===== src/rtl/jtag_tap_slave_if.sv =====
// JTAG serial link between the scanning master and the TAP responder (tck/trst_n stay plain ports).
interface jtag_tap_slave_if;
  logic tms;
  logic tdi;
  logic tdo;
  logic tdo_oe;

  modport master (
    output tms,
    output tdi,
    input  tdo,
    input  tdo_oe
  );

  modport slave (
    input  tms,
    input  tdi,
    output tdo,
    output tdo_oe
  );
endinterface


===== src/rtl/jtag_tap_slave.sv =====
// IEEE 1149.1-style TAP responder: 16-state FSM, 4-bit IR, BYPASS/IDCODE/USER data registers.
// Optional JTAG_TAP_SCAN_COUNT_EN adds a saturating USER-update counter readable via SCANCNT.
module jtag_tap_slave #(
  parameter logic [31:0] IDCODE_VAL = 32'h1000_0A5F,
  parameter int unsigned DR_WIDTH   = 32,
  parameter logic [3:0]  IR_CAPTURE = 4'b0101
) (
  input  logic                tck,
  input  logic                trst_n,
  jtag_tap_slave_if.slave     jtag,
  input  logic [DR_WIDTH-1:0] user_capture_i,
  output logic [DR_WIDTH-1:0] user_data_o,
  output logic                user_update_o,
  output logic [3:0]          tap_state_o,
  output logic [3:0]          ir_o
);

  typedef enum logic [3:0] {
    StTlr   = 4'hF, StRti   = 4'hC,
    StSelDr = 4'h7, StCapDr = 4'h6, StShDr  = 4'h2, StEx1Dr = 4'h1,
    StPauDr = 4'h3, StEx2Dr = 4'h0, StUpdDr = 4'h5,
    StSelIr = 4'h4, StCapIr = 4'hE, StShIr  = 4'hA, StEx1Ir = 4'h9,
    StPauIr = 4'hB, StEx2Ir = 4'h8, StUpdIr = 4'hD
  } tap_state_e;

  localparam logic [3:0] IrIdcode  = 4'b0001;
  localparam logic [3:0] IrUser    = 4'b1000;
  localparam logic [3:0] IrScancnt = 4'b0010;

  tap_state_e          state_q, state_d;
  logic [3:0]          ir_q, ir_sr_q;
  logic                bypass_q;
  logic [31:0]         id_sr_q, id_shift;
  logic [DR_WIDTH-1:0] user_sr_q, user_shift, user_data_q;
  logic                tdo_q, tdo_d, tdo_oe_q;
  logic                tdi_s, tms_s;
  logic                sel_id, sel_user, sel_cnt;

  // Undriven or unknown tdi reads as 0.
  assign tdi_s = (jtag.tdi === 1'b1);
  assign tms_s = jtag.tms;

  assign sel_id   = (ir_q == IrIdcode);
  assign sel_user = (ir_q == IrUser);
`ifdef JTAG_TAP_SCAN_COUNT_EN
  assign sel_cnt  = (ir_q == IrScancnt);
`else
  assign sel_cnt  = 1'b0;
`endif

  always_comb begin
    state_d = state_q;
    unique case (state_q)
      StTlr:   state_d = tms_s ? StTlr   : StRti;
      StRti:   state_d = tms_s ? StSelDr : StRti;
      StSelDr: state_d = tms_s ? StSelIr : StCapDr;
      StCapDr: state_d = tms_s ? StEx1Dr : StShDr;
      StShDr:  state_d = tms_s ? StEx1Dr : StShDr;
      StEx1Dr: state_d = tms_s ? StUpdDr : StPauDr;
      StPauDr: state_d = tms_s ? StEx2Dr : StPauDr;
      StEx2Dr: state_d = tms_s ? StUpdDr : StShDr;
      StUpdDr: state_d = tms_s ? StSelDr : StRti;
      StSelIr: state_d = tms_s ? StTlr   : StCapIr;
      StCapIr: state_d = tms_s ? StEx1Ir : StShIr;
      StShIr:  state_d = tms_s ? StEx1Ir : StShIr;
      StEx1Ir: state_d = tms_s ? StUpdIr : StPauIr;
      StPauIr: state_d = tms_s ? StEx2Ir : StPauIr;
      StEx2Ir: state_d = tms_s ? StUpdIr : StShIr;
      StUpdIr: state_d = tms_s ? StSelDr : StRti;
      default: state_d = StTlr;
    endcase
  end

  // Shift-right images; written this way so DR_WIDTH = 1 needs no special case.
  always_comb begin
    id_shift               = id_sr_q >> 1;
    id_shift[31]           = tdi_s;
    user_shift             = user_sr_q >> 1;
    user_shift[DR_WIDTH-1] = tdi_s;
  end

  always_ff @(posedge tck or negedge trst_n) begin
    if (!trst_n) begin
      state_q     <= StTlr;
      ir_q        <= IrIdcode;
      ir_sr_q     <= '0;
      bypass_q    <= 1'b0;
      id_sr_q     <= '0;
      user_sr_q   <= '0;
      user_data_q <= '0;
    end else begin
      state_q <= state_d;

      if (state_d == StTlr) begin
        ir_q <= IrIdcode;
      end else if (state_q == StUpdIr) begin
        ir_q <= ir_sr_q;
      end

      if (state_q == StCapIr) begin
        ir_sr_q <= IR_CAPTURE;
      end else if (state_q == StShIr) begin
        ir_sr_q <= {tdi_s, ir_sr_q[3:1]};
      end

      if (state_q == StCapDr) begin
        if (sel_id)   id_sr_q   <= IDCODE_VAL;
        if (sel_user) user_sr_q <= user_capture_i;
        bypass_q <= 1'b0;
      end else if (state_q == StShDr) begin
        if (sel_id)   id_sr_q   <= id_shift;
        if (sel_user) user_sr_q <= user_shift;
        bypass_q <= tdi_s;
      end

      // Load on entry so user_data_o is already valid while user_update_o is high.
      if (state_d == StUpdDr && sel_user) begin
        user_data_q <= user_sr_q;
      end
    end
  end

`ifdef JTAG_TAP_SCAN_COUNT_EN
  logic [15:0] cnt_q, cnt_sr_q;

  always_ff @(posedge tck or negedge trst_n) begin
    if (!trst_n) begin
      cnt_q    <= '0;
      cnt_sr_q <= '0;
    end else begin
      if (state_d == StTlr) begin
        cnt_q <= '0;
      end else if (state_d == StUpdDr && sel_user && cnt_q != 16'hFFFF) begin
        cnt_q <= cnt_q + 16'd1;
      end

      if (state_q == StCapDr && sel_cnt) begin
        cnt_sr_q <= cnt_q;
      end else if (state_q == StShDr && sel_cnt) begin
        cnt_sr_q <= {tdi_s, cnt_sr_q[15:1]};
      end
    end
  end
`endif

  always_comb begin
    tdo_d = 1'b0;
    if (state_q == StShIr) begin
      tdo_d = ir_sr_q[0];
    end else if (state_q == StShDr) begin
      if (sel_id) begin
        tdo_d = id_sr_q[0];
      end else if (sel_user) begin
        tdo_d = user_sr_q[0];
`ifdef JTAG_TAP_SCAN_COUNT_EN
      end else if (sel_cnt) begin
        tdo_d = cnt_sr_q[0];
`endif
      end else begin
        tdo_d = bypass_q;
      end
    end
  end

  // Falling-edge launch keeps tdo stable across the master's rising-edge sample.
  always_ff @(negedge tck or negedge trst_n) begin
    if (!trst_n) begin
      tdo_q    <= 1'b0;
      tdo_oe_q <= 1'b0;
    end else begin
      tdo_q    <= tdo_d;
      tdo_oe_q <= (state_q == StShDr) || (state_q == StShIr);
    end
  end

  assign jtag.tdo      = tdo_q;
  assign jtag.tdo_oe   = tdo_oe_q;
  assign user_data_o   = user_data_q;
  assign user_update_o = (state_q == StUpdDr) && sel_user;
  assign tap_state_o   = state_q;
  assign ir_o          = ir_q;

endmodule


===== src/flat_wrapper.sv =====
// flat-port wrapper written by rule: the top's interface ports become plain ports
module jtag_tap_slave_flat 
#(
  parameter logic [31:0] IDCODE_VAL = 32'h1000_0A5F,
  parameter int unsigned DR_WIDTH   = 32,
  parameter logic [3:0]  IR_CAPTURE = 4'b0101
)
  (tck, trst_n, user_capture_i, user_data_o, user_update_o, tap_state_o, ir_o, jtag_tms, jtag_tdi, jtag_tdo, jtag_tdo_oe);
  jtag_tap_slave_if jtag_i ();
  input  logic tck;
  input  logic trst_n;
  input  logic [DR_WIDTH-1:0] user_capture_i;
  output logic [DR_WIDTH-1:0] user_data_o;
  output logic user_update_o;
  output logic [3:0] tap_state_o;
  output logic [3:0] ir_o;
  input wire logic [$bits(jtag_i.tms)-1:0] jtag_tms;
  input wire logic [$bits(jtag_i.tdi)-1:0] jtag_tdi;
  output wire logic [$bits(jtag_i.tdo)-1:0] jtag_tdo;
  output wire logic [$bits(jtag_i.tdo_oe)-1:0] jtag_tdo_oe;
  assign jtag_i.tms = jtag_tms;
  assign jtag_i.tdi = jtag_tdi;
  assign jtag_tdo = jtag_i.tdo;
  assign jtag_tdo_oe = jtag_i.tdo_oe;
  jtag_tap_slave #(.IDCODE_VAL(IDCODE_VAL), .DR_WIDTH(DR_WIDTH), .IR_CAPTURE(IR_CAPTURE)) u_core (.tck(tck), .trst_n(trst_n), .jtag(jtag_i), .user_capture_i(user_capture_i), .user_data_o(user_data_o), .user_update_o(user_update_o), .tap_state_o(tap_state_o), .ir_o(ir_o));
endmodule

===== config.mk =====
export PLATFORM = sky130hd
export DESIGN_NAME = jtag_tap_slave_flat
export DESIGN_NICKNAME = d
export VERILOG_FILES = /design/src/rtl/jtag_tap_slave_if.sv /design/src/rtl/jtag_tap_slave.sv /design/src/flat_wrapper.sv
export SDC_FILE = /design/constraint.sdc
export NUM_CORES = 1
export LEC_CHECK = 0
export BUFFER_PORTS_ARGS = -buffer_cell sky130_fd_sc_hd__buf_2
export CAP_MARGIN = 20
export CORE_MARGIN = 2
export CORE_UTILIZATION = 50
export DETAILED_ROUTE_END_ITERATION = 8
export PLACE_DENSITY = 0.76
export RECOVER_POWER = 50
export REMOVE_ABC_BUFFERS = 1
export SYNTH_ARGS = -nofsm -noshare
export SYNTH_HDL_FRONTEND = slang
export SYNTH_SLANG_ARGS = --single-unit

===== constraint.sdc =====
create_clock -name tck -period 1.7 [get_ports tck]
set_input_delay 0.51 -clock tck [delete_from_list [all_inputs] [get_ports tck]]
set_output_delay 0.51 -clock tck [all_outputs]
set_load 0.02 [all_outputs]

# [After elaboration in Yosys (flattened, before gate mapping)]
# Index checks and enable logic that the tools add are counted.
[totals] rom_bits=0 mem_count=0 mem_bits_rw=0 ff_bits=111 latch_bits=0
[op_classes] shifts=0 n_eq_ne=20 n_mux=31 n_lt_le_gt_ge=0 n_mul=0 addsub=0 bitwise_logic=0 n_div=0 n_reduce_logical=12
[ops] operator="32-bit 2-to-1 mux" count=8
[ops] operator="4-bit case mux with 12 select lines" count=1
[ops] operator="4-bit == test (second input constant)" count=10
[ops] operator="4-bit by 3-bit == test with 1-bit output (second input constant)" count=5
[ops] operator="4-bit 2-to-1 mux" count=5
[ops] operator="2-bit 2-to-1 mux" count=6
[ops] operator="3-bit 2-to-1 mux" count=4
[ops] operator="4-bit by 1-bit == test with 1-bit output (second input constant)" count=2
[ops] operator="4-bit by 2-bit == test with 1-bit output (second input constant)" count=2
[ops] operator="1-bit 2-to-1 mux" count=7
[ops] operator="2-bit nonzero test" count=3
[ops] operator="4-bit zero test" count=1
[ops] operator="2-bit AND reduction" count=2
[ops] operator="2-bit OR reduction" count=2
[ops] operator="3-bit OR reduction" count=1
[ops] operator="1-bit logical AND" count=2
[ops] operator="1-bit case equality test (second input constant)" count=1
[ops] operator="1-bit logical OR" count=1

# [Depth between registers and ports, before layout]
[depth] word_depth=5 ltp_mapped=7 mapped_depth_nobuf=5

==> results.ini <==
[clocking]
cts_buffer_depth=2
clock_latency_ns=0.38
htreeDepth=3
numCtsBuffers=9
clock_sinks=111
root_buffer=clkbuf_8
cts_tree=done
path_clk_slew_ns=0.11
hold_buffers=0

[place]
post-dp-hpwl_mm=6.19
dp.cells=635
port_buffers=78
pre_cts_ws_ns=-0.388
place_congestion=0.888
place_area_mm2=0.00546

[sta]
slew_viol_final=0
holdWs_ns=0.390
finalSetupTns_ns=-27.00
rsz0062_at_grt=yes
final.setup.worst_slack_ns=-0.553
slew_headroom_pct=5.33
fin_skew_ns=0.0243
worst_slew_pin_slew_ns=1.42
final_hold_viol_count=0
setup_violations=100

[power]
internal_power_mw=6.52
p_leak_nw=3.44
p_sw_mw=3.98
combPwrFrac_pct=45.0
peakVddDrop_mv=0.820
p_seq_share_pct=39.4
totalPowerFinal_mw=10.5
swShare_pct=37.9
p_clk_share_pct=15.6
p_per_area_mw_per_mm2=1570

[floorplan]
die_h_um=102
num_io_pins=79
die_x_um=102
rows=35
core_mm2=0.00924
die-area_mm2=0.0103
start_util_pct=51.6

[run]
drv_cap=0

[critical_path]
worst_setup_path_end_kind=output port
worst_ep_required_time_ns=1.19
r2r_cells=9
crit_path_max_incr_delay_ns=0.42
worstPathCellList=buf_6
r2r-start=u_core.ir_o[1]
critPathTopFamily=flip-flops
cp.buffers_inverters=1
startpoint=u_core.jtag.tdo
worst_path_max_delay_cell=dfrtn_1
critPathArrivalTime_ns=1.74
setup.worst_path.start_class=flip-flop
cp_max_fo=1
path_class=reg -> out
reg2reg_to=u_core.user_data_o[12]
rrSetupSlack_ns=-0.52

[synthesis]
synth_area_leaders=dfrtp_1 55%, mux2_4 9.4%, nand2_1 7.8%
async_flop_share_pct=100
synthCells=427
synth_top_area_cell=dfrtp_1
ys.flop_type=dfrtp_1
synthTopCellsByCount=104 x dfrtp_1, 99 x nand2_1, 71 x o21ai_0, 35 x mux2i_1, 30 x mux2_4
syn_area_mm2=0.00477
avgSynthCellArea_um2=11.2
synth_warnings=0
ys_seq_elements=111
yosysTopAreaCellShare_pct=54.6
synth_most_common_cell=dfrtp_1
ys_types=33
synth_edf_count=0
synth-seq-area-share_pct=58.4

[finish]
stdcell_count=698
syn2layout_area_growth_pct=40.1
final_nets=601
fin_area_mm2=0.00668
diodes=0
utilization_pct=72.3
drive_gt1_share_pct=49.0
num-fill-cells=584

[grt]
grt_pass1_wl_mm=15.8
overflow=0
grt_use_total_pct=19.9
grt_start_max_net_pins=110
antenna_found_initial=0
grt_pass1_vias=3205

[routing]
ant_nets=0
wl_met2_mm=7.17
highest_layer=met4
via_per_inst=5.52
routed_wl_mm=14.0
vias=3856
wl_per_cell_um=20.0
first_pass_iters=5
drc=0
m1WireLength_mm=5.66
met3_length_um=820
drt_iter0_drc=345

[worst_hold_path]
holdPathStages=3
hp-class=in -> reg
hold_end=u_core.user_sr_q[20]
min-delay-start=user_capture_i[20]

[outcome]
outcome=finished, violations left
violations=setup timing

[worst max-delay path by stage]
stage / to / cells past startpoint
after floorplan: u_core.user_data_o[0] / 5
after global placement: u_core.jtag.tdo / 5
after detailed placement: u_core.jtag.tdo / 5
after CTS: jtag_tdo / 1
after global routing: u_core.user_data_o[12] / 9
final: jtag_tdo / 1
[worst min-delay path: cells and delay by family]
kind / cells / cell delay, ns
buf+inv: 1 / 0.07
compound gates: 1 / 0.10
mux: 1 / 0.07
[cell type report]
cell class              instances  area, um^2  share of cell area [%]
flip-flops and latches        111        2790                    41.7
inverters                       5        18.8                   0.281
clock inverters                 6        70.1                    1.05
multi-input cells             285        2130                    31.9
repair buffers                153        1390                    20.8
clock buffers                   9         124                    1.85
well taps                     129         161                    2.42
[cell families after synthesis]
family / after synthesis / share of synthesized area [%]
compound gates: 85 / 9.47
buf+inv: 31 / 3.10
flops: 111 / 58.4
mux: 68 / 17.5
simple gates: 132 / 11.5
[power groups by stage]
stage | Sequential [mW] | Clock [mW] | Combinational [mW]
after floorplan | 4.54 | 0 | 1.47
after global placement | 4.02 | 0 | 3.06
after detailed placement | 4.06 | 0 | 3.17
after CTS | 4.02 | 1.61 | 3.65
after global routing | 4.24 | 1.74 | 5.03
final | 4.14 | 1.63 | 4.73
[cells in the final DEF (no fill, tap or decap), drive strengths merged, types with 5 or more instances in the layout]
master	instances
a21oi	9
buf	141
clkbuf	20
dfrtp	104
dfstp	5
inv	7
mux2	33
mux2i	35
nand2	99
nor2	19
o21ai	71
[routing by layer]
metal	global-route usage, %	vias up
met2	31.2	158
li1	-	1724
met3	5.04	32
met5	0	-
met1	27.0	1942
met4	7.17	0
[state kept, by name, summed over array words and instances, names as in the netlist]
register / cells
u_core.id_sr_q: 32
u_core.user_data_o: 32
u_core.user_sr_q: 32
u_core.ir_o: 4
u_core.ir_sr_q: 4
u_core.tap_state_o: 4
u_core.bypass_q: 1
u_core.jtag.tdo: 1
u_core.jtag.tdo_oe: 1
[timing repair]
action | CTS | global route
gates cloned | 2 | 15
resized for setup | 37 | 154
endpoints found under the setup margin | 42 | 111
pin swaps | 3 | 19
buffers inserted | 11 | 25
(Power assumes the default switching activity.)
